## config.mk

```make
export PLATFORM = sky130hd
export DESIGN_NAME = id_ex_stage
export DESIGN_NICKNAME = d
export VERILOG_FILES = /design/src/rtl/riscv_pipe_pkg.sv /design/src/rtl/load_use_detect.sv /design/src/rtl/id_ex_stage.sv
export SDC_FILE = /design/constraint.sdc
export NUM_CORES = 1
export LEC_CHECK = 0
export ABC_AREA = 0
export CAP_MARGIN = 30
export CORE_AREA = 5 5 143 145
export CTS_CLUSTER_SIZE = 40
export DETAILED_ROUTE_END_ITERATION = 12
export DIE_AREA = 0 0 148 150
export HOLD_SLACK_MARGIN = 0.15
export PLACE_DENSITY = 0.77
export REMOVE_ABC_BUFFERS = 1
export SLEW_MARGIN = 20
export SYNTH_ARGS = -nofsm -noshare
export SYNTH_HDL_FRONTEND = slang
export SYNTH_SLANG_ARGS = --single-unit
```

## constraint.sdc

```tcl
create_clock -name clk -period 3 [get_ports clk]
set_clock_uncertainty 0.1 [all_clocks]
set_input_delay 0.6 -clock clk [delete_from_list [all_inputs] [get_ports clk]]
set_output_delay 0.6 -clock clk [all_outputs]
set_load 0.005 [all_outputs]
```

## src/rtl/riscv_pipe_pkg.sv

```systemverilog
// rtl/riscv_pipe_pkg.sv - shared opcodes, control bundle and source-use decode for the RV32I pipe
//
// Contents:
//   opcode constants  R_TYPE, I_TYPE, LW, SW, BR, JAL, JALR, LUI
//   ctrl_t            11-bit decoder control bundle, MSB first:
//                     {spare, alu_src, mem_to_reg, reg_write, mem_read, mem_write,
//                      alu_op[1:0], branch, jal_type[1:0]}
//   uses_rs()         returns {use_rs2, use_rs1} for an opcode
package riscv_pipe_pkg;

    localparam logic [6:0] R_TYPE = 7'b0110011;
    localparam logic [6:0] I_TYPE = 7'b0010011;
    localparam logic [6:0] LW     = 7'b0000011;
    localparam logic [6:0] SW     = 7'b0100011;
    localparam logic [6:0] BR     = 7'b1100011;
    localparam logic [6:0] JAL    = 7'b1101111;
    localparam logic [6:0] JALR   = 7'b1100111;
    localparam logic [6:0] LUI    = 7'b0110111;

    // The named fields total ten bits; the top bit of the 11-bit bundle is a
    // spare that is carried through to EX untouched.
    typedef struct packed {
        logic       spare;
        logic       alu_src;
        logic       mem_to_reg;
        logic       reg_write;
        logic       mem_read;
        logic       mem_write;
        logic [1:0] alu_op;
        logic       branch;
        logic [1:0] jal_type;
    } ctrl_t;

    function automatic logic [1:0] uses_rs(input logic [6:0] opcode);
        logic [1:0] use_rs;
        use_rs = 2'b00;
        case (opcode)
            R_TYPE, SW, BR:   use_rs = 2'b11;
            I_TYPE, LW, JALR: use_rs = 2'b01;
            default:          use_rs = 2'b00;
        endcase
        return use_rs;
    endfunction

endpackage

```

## src/rtl/load_use_detect.sv

```systemverilog
// rtl/load_use_detect.sv - combinational load-use hazard detector
//
// Ports:
//   id_valid_i, id_opcode_i, id_rs1_i, id_rs2_i  instruction currently in ID
//   ex_valid_i, ex_mem_read_i, ex_rd_i           instruction currently in EX
//   hazard_o                                     ID reads the register a load in EX is about to write
module load_use_detect
    import riscv_pipe_pkg::*;
#(
    parameter int REG_W = 5
) (
    input  logic             id_valid_i,
    input  logic [6:0]       id_opcode_i,
    input  logic [REG_W-1:0] id_rs1_i,
    input  logic [REG_W-1:0] id_rs2_i,
    input  logic             ex_valid_i,
    input  logic             ex_mem_read_i,
    input  logic [REG_W-1:0] ex_rd_i,
    output logic             hazard_o
);

    logic [1:0] use_rs;
    logic       match_rs1;
    logic       match_rs2;

    assign use_rs    = uses_rs(id_opcode_i);
    assign match_rs1 = use_rs[0] && (ex_rd_i == id_rs1_i);
    assign match_rs2 = use_rs[1] && (ex_rd_i == id_rs2_i);

    // x0 is hardwired to zero, so a load targeting it never creates a dependency.
    assign hazard_o = id_valid_i && ex_valid_i && ex_mem_read_i
                   && (ex_rd_i != '0) && (match_rs1 || match_rs2);

endmodule

```

## src/rtl/id_ex_stage.sv

```systemverilog
// rtl/id_ex_stage.sv - ID/EX pipeline register with load-use stall and bubble counters
//
// Ports:
//   clk, reset                   clock, synchronous active-high reset
//   id_*                         decoded instruction, control bundle and operands from ID
//   ex_flush                     taken branch/jump in EX; replaces the ID instruction with a bubble
//   ex_*                         registered copy presented to EX one cycle later
//   stall                        combinational; hold PC and IF/ID this cycle
//   stall_cnt, flush_cnt         saturating counts of hazard and flush bubbles
module id_ex_stage
    import riscv_pipe_pkg::*;
#(
    parameter int DATA_W = 32,
    parameter int REG_W  = 5,
    parameter int CNT_W  = 16
) (
    input  logic              clk,
    input  logic              reset,
    input  logic              id_valid,
    input  logic [6:0]        id_opcode,
    input  logic [10:0]       id_ctrl,
    input  logic [DATA_W-1:0] id_pc,
    input  logic [DATA_W-1:0] id_rd1,
    input  logic [DATA_W-1:0] id_rd2,
    input  logic [DATA_W-1:0] id_imm,
    input  logic [REG_W-1:0]  id_rs1,
    input  logic [REG_W-1:0]  id_rs2,
    input  logic [REG_W-1:0]  id_rd,
    input  logic [2:0]        id_funct3,
    input  logic [6:0]        id_funct7,
    input  logic              ex_flush,
    output logic              ex_valid,
    output logic [10:0]       ex_ctrl,
    output logic [DATA_W-1:0] ex_pc,
    output logic [DATA_W-1:0] ex_rd1,
    output logic [DATA_W-1:0] ex_rd2,
    output logic [DATA_W-1:0] ex_imm,
    output logic [REG_W-1:0]  ex_rs1,
    output logic [REG_W-1:0]  ex_rs2,
    output logic [REG_W-1:0]  ex_rd,
    output logic [2:0]        ex_funct3,
    output logic [6:0]        ex_funct7,
    output logic              stall,
    output logic [CNT_W-1:0]  stall_cnt,
    output logic [CNT_W-1:0]  flush_cnt
);

    logic              valid_q,  valid_d;
    ctrl_t             ctrl_q,   ctrl_d;
    logic [DATA_W-1:0] pc_q,     pc_d;
    logic [DATA_W-1:0] rd1_q,    rd1_d;
    logic [DATA_W-1:0] rd2_q,    rd2_d;
    logic [DATA_W-1:0] imm_q,    imm_d;
    logic [REG_W-1:0]  rs1_q,    rs1_d;
    logic [REG_W-1:0]  rs2_q,    rs2_d;
    logic [REG_W-1:0]  rd_q,     rd_d;
    logic [2:0]        funct3_q, funct3_d;
    logic [6:0]        funct7_q, funct7_d;
    logic [CNT_W-1:0]  stall_cnt_q, stall_cnt_d;
    logic [CNT_W-1:0]  flush_cnt_q, flush_cnt_d;
    logic              hazard;

    load_use_detect #(.REG_W(REG_W)) u_load_use_detect (
        .id_valid_i    (id_valid),
        .id_opcode_i   (id_opcode),
        .id_rs1_i      (id_rs1),
        .id_rs2_i      (id_rs2),
        .ex_valid_i    (valid_q),
        .ex_mem_read_i (ctrl_q.mem_read),
        .ex_rd_i       (rd_q),
        .hazard_o      (hazard)
    );

    // A flush already discards the ID instruction, so holding IF/ID would be pointless.
    assign stall = hazard && !ex_flush && !reset;

    always_comb begin
        // Default: bubble, counters unchanged.
        valid_d     = 1'b0;
        ctrl_d      = '0;
        pc_d        = '0;
        rd1_d       = '0;
        rd2_d       = '0;
        imm_d       = '0;
        rs1_d       = '0;
        rs2_d       = '0;
        rd_d        = '0;
        funct3_d    = '0;
        funct7_d    = '0;
        stall_cnt_d = stall_cnt_q;
        flush_cnt_d = flush_cnt_q;

        if (ex_flush) begin
            if (flush_cnt_q != '1) flush_cnt_d = flush_cnt_q + CNT_W'(1);
        end else if (hazard) begin
            if (stall_cnt_q != '1) stall_cnt_d = stall_cnt_q + CNT_W'(1);
        end else begin
            valid_d  = id_valid;
            ctrl_d   = id_valid ? ctrl_t'(id_ctrl) : '0;
            pc_d     = id_pc;
            rd1_d    = id_rd1;
            rd2_d    = id_rd2;
            imm_d    = id_imm;
            rs1_d    = id_rs1;
            rs2_d    = id_rs2;
            rd_d     = id_rd;
            funct3_d = id_funct3;
            funct7_d = id_funct7;
        end
    end

    always_ff @(posedge clk) begin
        if (reset) begin
            valid_q     <= 1'b0;
            ctrl_q      <= '0;
            pc_q        <= '0;
            rd1_q       <= '0;
            rd2_q       <= '0;
            imm_q       <= '0;
            rs1_q       <= '0;
            rs2_q       <= '0;
            rd_q        <= '0;
            funct3_q    <= '0;
            funct7_q    <= '0;
            stall_cnt_q <= '0;
            flush_cnt_q <= '0;
        end else begin
            valid_q     <= valid_d;
            ctrl_q      <= ctrl_d;
            pc_q        <= pc_d;
            rd1_q       <= rd1_d;
            rd2_q       <= rd2_d;
            imm_q       <= imm_d;
            rs1_q       <= rs1_d;
            rs2_q       <= rs2_d;
            rd_q        <= rd_d;
            funct3_q    <= funct3_d;
            funct7_q    <= funct7_d;
            stall_cnt_q <= stall_cnt_d;
            flush_cnt_q <= flush_cnt_d;
        end
    end

    assign ex_valid  = valid_q;
    assign ex_ctrl   = ctrl_q;
    assign ex_pc     = pc_q;
    assign ex_rd1    = rd1_q;
    assign ex_rd2    = rd2_q;
    assign ex_imm    = imm_q;
    assign ex_rs1    = rs1_q;
    assign ex_rs2    = rs2_q;
    assign ex_rd     = rd_q;
    assign ex_funct3 = funct3_q;
    assign ex_funct7 = funct7_q;
    assign stall_cnt = stall_cnt_q;
    assign flush_cnt = flush_cnt_q;

endmodule

```

# After elaboration in Yosys (flattened, before gate mapping)
# Cells that the tools add are included.
[totals]
ff_bits = 197
in_bits = 175
output_inout_bits = 198
word_cells = 54
[classes]
n_addsub = 2
eq_ne = 10
muxes = 1
bitwise = 2
reduce_logical = 18
[op_table]
columns = ["op", "n"]
rows = [
  ["$add A16 B1 Y16 const B", 2],
  ["$ne A16 B16 Y1 const B", 2],
  ["$eq A7 B6 Y1 const B", 2],
  ["$eq A7 B7 Y1 const B", 2],
  ["$eq A5 B5 Y1", 2],
  ["$reduce_or A3 Y1", 3],
  ["$logic_and A1 B1 Y1", 8],
  ["$eq A7 B2 Y1 const B", 1],
  ["$eq A7 B5 Y1 const B", 1],
  ["$reduce_bool A5 Y1", 1],
  ["$pmux W2 S2", 1],
  ["$reduce_or A4 Y1", 1],
  ["$reduce_and A3 Y1", 1],
  ["$logic_not A1 Y1", 2],
  ["$not A1 Y1", 2],
  ["$reduce_and A2 Y1", 1],
  ["$logic_or A1 B1 Y1", 1],
]

# Depth between registers and ports, before layout
# Gate-level depths: netlist of the first run.
[logic_depth]
word_depth = 8
depth_mapped = 8

# Hierarchy
# A second synthesis of the first run with hierarchy kept.
[hier_totals]
cells_unflattened = 565
hier_area_um2 = 6272.3
[modules_own_cells]
columns = ["mod", "instances", "cells_each", "area_per_inst_um2"]
rows = [
  ["id_ex_stage", 1, 541, 6074.6],
  ["load_use_detect", 1, 24, 197.7],
]

# Worst setup path before layout of the first run
# No wires, ideal clock.
[synth_timing]
path_kind = "input to output"
from = "in id_rs2[0]"
to = "out stall"
t_arrival_ns = 2.029
setup_slack_ns = 0.271
path_stages = 7
cell_sequence = "xor2_1 a2111oi_2 nand4_1 a211o_1 buf_2 clkbuf_1 nor2_1"
[synth_between]
elab_chain_cells = 6
[synth_rtl]
columns = ["item", "line_no", "source"]
rows = [
  ["from (decl)", "id_ex_stage.sv:27", "input logic [REG_W-1:0] id_rs2,"],
  ["$eq A5 B5 Y1", "load_use_detect.sv:28", "assign match_rs2 = use_rs[1] && (ex_rd_i == id_rs2_i);"],
  ["$logic_and A1 B1 Y1", "load_use_detect.sv:28", ""],
  ["$logic_or A1 B1 Y1", "load_use_detect.sv:32", "&& (ex_rd_i != '0) && (match_rs1 || match_rs2);"],
  ["$logic_and A1 B1 Y1", "load_use_detect.sv:32", ""],
  ["$logic_and A1 B1 Y1 (2 in series)", "id_ex_stage.sv:75", "assign stall = hazard && !ex_flush && !reset;"],
  ["to (decl)", "id_ex_stage.sv:43", "output logic stall,"],
]
# Every way passes these cells.

# Worst setup path after layout of the first run
[layout_timing]
from = "in id_opcode[0]"
to = "out stall"
[layout_between]
elab_chain_cells = 8
elab_cells_between_ends = 15
[layout_rtl]
columns = ["item", "line_no", "source"]
rows = [
  ["from (decl)", "id_ex_stage.sv:20", "input logic [6:0] id_opcode,"],
  ["$eq A7 B5 Y1 (tied with other cells)", "riscv_pipe_pkg.sv:37", "case (opcode)"],
  ["$reduce_or A3 Y1", "riscv_pipe_pkg.sv:37", ""],
  ["$pmux W2 S2 (*)", "riscv_pipe_pkg.sv:37", ""],
  ["$logic_and A1 B1 Y1, on equally long branches", "load_use_detect.sv:27, load_use_detect.sv:28", ""],
  ["$logic_or A1 B1 Y1 (*)", "load_use_detect.sv:32", ""],
  ["$logic_and A1 B1 Y1 (*)", "load_use_detect.sv:32", ""],
  ["$logic_and A1 B1 Y1 (*) (2 in series)", "id_ex_stage.sv:75", ""],
]
# Every way passes the cells marked *; elsewhere a longest branch is shown, timed or not.

==> reports/metrics.yaml, run 1 <==
status: "finished clean"
path_clk_slew_ns: 0.08
yosys.cell_types.count: 35
first_iter_violations: 147
wl_per_cell_um: 18.45
max_cap_viol_count: 0
crit_arrival_ns: 2.21
final_net_count: 1128
port_buffers: 372
die_area_um2: 22200
crit_path_start_kind: "input pin"
crit_type: "input pin to primary output"
path_cells: "clkdlybuf4s50_1 > nand3b_1 > nor3_2 > nand4_1 > buf_4 > a211o_1 > nor2_1 > clkbuf_2"
grt_setup_unrepaired: "no"
cts_tree: "done"
syn_area_um2: 6130
synth_area_per_cell_um2: 11.04
r2r-end: "ex_rd1[21]"
clockRootBuffer: "clkbuf_16"
hold_start: "id_rs2[1]"
groute.usage.overall_pct: 19.61
fmax_mhz: 343.3
fin_crit_sh_pct: 97.09
dp_hpwl_um: 15560
clk_path_buf_depth: 2
die_w_um: 148
ys_warn_count: 0
ys.flop_type: "dfxtp_1"
fin_crit_ns: 2.913
cts.sinks: 197
area_growth_pct: 83.94
row_count: 51
r2r_start: "ex_rd[0]"
grt_pass1_vias: 5579
place_congestion: 0.8355
instances_no_fill: 1203
wl_um: 22200
drive_above_1_share_pct: 8.506
dr.pass1.iters: 4
dp.cells: 1146
antenna_found_initial: 2
postRouteAntennaNets: 0
cpLargestDelayFamily: "buffers and inverters"
io_pins: 373
cpMaxStageDelayCell: "clkdlybuf4s50_1"
grt_max_degree: 34
routed-via-count: 5391
worst-path-max-fanout: 2
crit_required_ns: 2.30
slew_headroom_pct: 64.27
clk_latency_ns: 0.42
grt_overflow_total: 0
synthArstFlopShare_pct: 0
finalMaxSlewViolations: 0
power_uw: 5611
synth_edf_count: 0
yosysSeqAreaShare_pct: 64.34
vdd_drop_max_uv: 348.2
die_y_um: 150
synth-seq-cells: 197
whs_path_depth: 2
drc: 0
tightest_slew_ns: 0.5310
endpoint_kind: "primary output"
grt_pass1_wl_um: 32830
critical_path_buf_inv_count: 3
rr_worst_depth: 14
worstHoldPathType: "input pin to flip-flop"
leakagePower_uw: 0.004365
vias_per_cell: 4.481
setup_viol: 0
power_density_nw_per_um2: 497.7
slowest_delay_ns: 0.45
hold_end: "ex_rs2[1]"
cts_inserted_buffers: 17
coreArea_um2: 19080
htreeDepth: 4
finalHoldViolCount: 0
synthCells: 555
n_fill_cell: 1559
reg2reg_slack_ns: 0.28
start_util_pct: 32.13
-- sequential cells by signal (all words and copies together), names as in the netlist, 7 cells and up --
signal	cells
ex_rd2	32
ex_ctrl	11
ex_imm	32
ex_funct7	7
stall_cnt	16
ex_pc	32
ex_rd1	32
flush_cnt	16
-- area by class of cell --
cell class / instances / area, µm² / share of cell area (%)
antenna: 1 / 2.502 / 0.02220
clock buffer: 18 / 439.2 / 3.895
clock inverter: 14 / 137.6 / 1.221
inverter: 7 / 26.28 / 0.2330
multi-input combinational: 320 / 2088 / 18.52
sequential: 197 / 3944 / 34.98
tap: 238 / 297.8 / 2.641
timing repair buffer: 408 / 4339 / 38.49
-- metal layers --
metal  wire length [µm]  share of wire [%]  vias up  GRT usage (%)
met3               2353                 11       34          9.207
met4                524                2.4        2          7.021
li1                   -                  -     2622              -
met5                  8              0.036        -              0
met1               8279                 37     2488          21.39
met2              11040                 50      245          33.48
-- synth_stat cells (all sizes together) (3+ instances only) --
master / n / share of area [%]
o31ai: 12 / 1.5
a21oi: 17 / 1.4
dfxtp: 197 / 64
xnor2: 7 / 1.0
o21ai: 3 / 0.24
nor2: 21 / 1.3
and2: 154 / 16
or4: 14 / 1.7
clkbuf: 28 / 1.7
inv: 7 / 0.43
nand3: 17 / 1.4
nand4: 10 / 1.0
xor2: 17 / 2.4
nand2: 8 / 0.49
and3: 14 / 1.4
buf: 3 / 0.39
and4: 3 / 0.43
nor3: 6 / 0.49
-- stage by stage --
| step | hold slack, ns | setup slack, ns | setup TNS [ns] | utilization (%) | area [µm²] |
|---|---|---|---|---|---|
| floorplan | 0.3691 | -3.945 | -640.42 | - | 6001 |
| global placement | 0.3745 | -0.3283 | -1.339 | 53.18 | 10150 |
| detailed placement | 0.3911 | -0.3286 | -1.697 | 53.18 | 10150 |
| CTS | 0.4058 | 0.002304 | 0 | 59.07 | 11270 |
| global route | 0.3667 | 0.001616 | 0 | 59.09 | 11270 |
| finish | 0.3497 | 0.08741 | 0 | 59.09 | 11270 |
-- what timing repair did --
item                       CTS  global route
hold buffers                 0             0
gates resized for setup     31             5
gates cloned                13             0
setup endpoints to repair    1           117
setup buffers               18             0
pin swaps                    7             5
-- cell usage in the layout, fill, tap and decap left out, types with 2 or more instances in the layout --
cell type / instances
o31ai_1: 12
dlygate4sd2_1: 4
xor2_1: 15
xnor2_1: 7
nor2_1: 21
and2_4: 2
buf_12: 4
nor3_1: 3
buf_6: 2
or4_1: 14
clkinv_8: 2
buf_16: 12
and3_1: 13
xor2_2: 2
ha_1: 2
and2_1: 152
bufbuf_16: 2
inv_8: 3
and4_1: 3
nand3b_1: 2
nand4_1: 10
inv_1: 7
nand3_1: 17
nand2_1: 8
clkinvlp_4: 3
clkdlybuf4s50_1: 364
inv_6: 4
dfxtp_1: 197
clkbuf_16: 17
nor3_2: 2
o21ai_0: 3
dlymetal6s2s_1: 3
buf_4: 16
a21oi_1: 16
-- worst register-to-register path, cell delays in order, from the launching register on --
cell,delay (ns)
dfxtp_1,0.34
xor2_2,0.19
a2111oi_2,0.28
nand4_1,0.18
buf_4,0.17
buf_4,0.12
buf_4,0.12
buf_4,0.13
a21oi_4,0.16
nor3_4,0.07
buf_6,0.12
buf_12,0.13
buf_12,0.13
bufbuf_16,0.26
and2_1,0.14
-- how the worst max path moves through the flow --
stage,slack [ns],cells past startpoint,start,end
after floorplan,-3.94,5,ex_rd[1],ex_ctrl[0]
after global placement,-0.33,7,id_opcode[3],stall
after detailed placement,-0.33,7,id_rs2[0],stall
after CTS,0.002,8,id_opcode[0],stall
after global routing,0.002,8,id_opcode[0],stall
final,0.09,8,id_opcode[0],stall
-- logic make-up after synthesis --
family          Yosys count  synth area share (%)
simple gates            254                 24.90
mux                       2                0.3470
buf+inv                  38                 2.531
flops                   197                 64.34
xor+xnor                 24                 3.429
compound gates           38                 4.042
fa+ha+maj                 2                0.4082
-- power by group --
part           leakage, µW  internal [µW]  switching, µW
logic              0.00248            465            188
clock network     0.000275           1130           1100
registers          0.00161           2700           31.2
total              0.00437           4290           1320
Note: power is estimated with default switching activity, not from simulation.
==> inputs of run 2 (changes only) <==
==> constraint.sdc (replaced) <==
create_clock -name clk -period 3 [get_ports clk]
set_clock_uncertainty 0.1 [all_clocks]
set_input_delay 0.6 -clock clk [delete_from_list [all_inputs] [get_ports clk]]
set_output_delay 0.6 -clock clk [all_outputs]
set_load 0.1 [all_outputs]
==> reports/metrics.yaml, run 2 (synthesized netlist as in run 1, its figures left out) <==
fin_crit_ns: 2.965
vias_per_cell: 4.385
grt_setup_unrepaired: "no"
area_growth_pct: 67.44
start_util_pct: 32.13
crit_required_ns: 2.30
postRouteAntennaNets: 0
hold_slack_ns: 0.3754
path_cells: "clkdlybuf4s50_1 > a2111oi_2 > nand4_1 > a211o_1 > nor2_2 > buf_12"
slew_headroom_pct: 67.48
dpl_worst_slack_ns: -0.1652
final_common_cell: "buf_4"
status: "finished clean"
row_count: 51
antenna_found_initial: 2
cpLargestDelayFamily: "compound AO/OA/AOI/OAI gates"
path_clk_slew_ns: 0.08
crit_path_start_kind: "input pin"
fmax_mhz: 337.3
final_cell_mix: "buf_4, dfxtp_1, clkdlybuf4s50_1"
routed-via-count: 5170
grt_overflow_total: 0
final_net_count: 1104
endpoint_kind: "primary output"
place_congestion: 0.8074
finalHoldViolCount: 0
vdd_drop_max_uv: 363.0
first_iter_violations: 193
cts_inserted_buffers: 17
cts_hold_repair.buffers: 0
worstHoldPathType: "input pin to flip-flop"
cts.sinks: 197
clk_path_buf_depth: 2
grt_max_degree: 84
drc: 0
cts_tree: "done"
slowest_delay_ns: 0.46
htreeDepth: 4
coreArea_um2: 19080
critical_path_buf_inv_count: 2
setup_ws_ns: 0.03498
max_cap_viol_count: 0
setup_viol: 0
crit_type: "input pin to primary output"
grt_pass1_wl_um: 29150
dr.pass1.iters: 4
worst-path-max-fanout: 2
die_area_um2: 22200
crit_arrival_ns: 2.27
die_w_um: 148
finalMaxSlewViolations: 0
wl_um: 19800
clk_latency_ns: 0.43
grt_pass1_vias: 5216
fin_crit_sh_pct: 98.83
dp_hpwl_um: 15440
wl_per_cell_um: 16.79
cpMaxStageDelayCell: "clkdlybuf4s50_1"
leakagePower_uw: 0.004510
tightest_slew_ns: 0.4851
power_density_nw_per_um2: 596.6
clockRootBuffer: "clkbuf_16"
io_pins: 373
die_y_um: 150
drive_above_1_share_pct: 26.70
n_fill_cell: 1684
port_buffers: 372
groute.usage.overall_pct: 17.03
[run 2: cell types whose count changed in the layout (fill, tap and decap cells not counted), sizes merged]
cell and change:
clkbuf -1, clkinvlp -2, dlygate4sd2 -3, inv +2
clkdlybuf4s50 -196, dlymetal6s2s +2, buf +176, bufbuf -2
[run 2: layer usage]
metal / routed length [µm] / vias to the layer above / global-route usage, %
met2: 9777 / 220 / 28.66
met4: 415 / 2 / 5.866
met1: 7520 / 2358 / 18.91
met5: 7 / - / 0
met3: 2080 / 30 / 8.177
li1: - / 2560 / -
[run 2: stage by stage]
step | instances | total power [µW] | utilization, % | cell area (µm²) | setup TNS (ns)
2_1_floorplan | 524 | 3534 | - | 6001 | -725.50
3_3_place_gp | 1144 | 3958 | 50.57 | 9649 | -1.053
3_5_place_dp | 1144 | 3965 | 50.57 | 9649 | -1.911
4_1_cts | 1177 | 6200 | 53.68 | 10240 | 0
5_1_grt | 1179 | 6348 | 53.79 | 10260 | 0
6_report | 1179 | 6124 | 53.79 | 10260 | 0
[run 2: what timing repair did]
action / CTS / global route
hold endpoints to repair: 0 / 0
pin swaps: 5 / 7
endpoints found under the setup margin: 1 / 1
buffers inserted: 1 / 1
resized for setup: 4 / 5
[run 2: where the power goes]
group | switching [µW] | internal, µW
Sequential | 33.8 | 2700
Clock | 1100 | 1130
Combinational | 796 | 366
Total | 1930 | 4200
[run 2: layout make-up]
| type | count | area (µm²) | share of cell area, % |
|---|---|---|---|
| antenna | 1 | 2.502 | 0.02438 |
| clock buffer | 18 | 439.2 | 4.279 |
| clock inverter | 14 | 133.9 | 1.304 |
| inverter | 7 | 26.28 | 0.2560 |
| multi-input combinational | 320 | 2053 | 20.00 |
| sequential | 197 | 3944 | 38.42 |
| tap | 238 | 297.8 | 2.901 |
| timing repair buffer | 384 | 3367 | 32.81 |
[run 2: path summary, 6_finish.rpt]
path	depth (start not counted)	endpoint	slack, ns	startpoint
setup / recovery	6	stall	0.03	id_opcode[2]
hold / removal	2	ex_rs1[2]	0.38	id_rs1[2]
setup reg to reg	8	stall_cnt[10]	0.37	ex_rd[0]
hold reg to reg	2	stall_cnt[14]	0.40	stall_cnt[14]
[run 2: worst reg2reg max path: cells and delay by family, from the launching register on]
kind | cells | cell delay (ns)
AOI/OAI and AO/OA | 3 | 0.82
and+or+nand+nor | 2 | 0.69
DFF | 1 | 0.46
buffers and inverters | 2 | 0.35
xor gates and xnor gates | 1 | 0.14
==> inputs of run 3 (changes only) <==
--- a/config.mk
+++ b/config.mk
@@ -6,6 +6,7 @@
 export NUM_CORES = 1
 export LEC_CHECK = 0
 export ABC_AREA = 0
+export ABC_CLOCK_PERIOD_IN_PS = 3000
 export CAP_MARGIN = 30
 export CORE_AREA = 5 5 143 145
 export CTS_CLUSTER_SIZE = 40
==> results of run 3 <==
Final layout, timing and power as in run 2 (identical DEF).
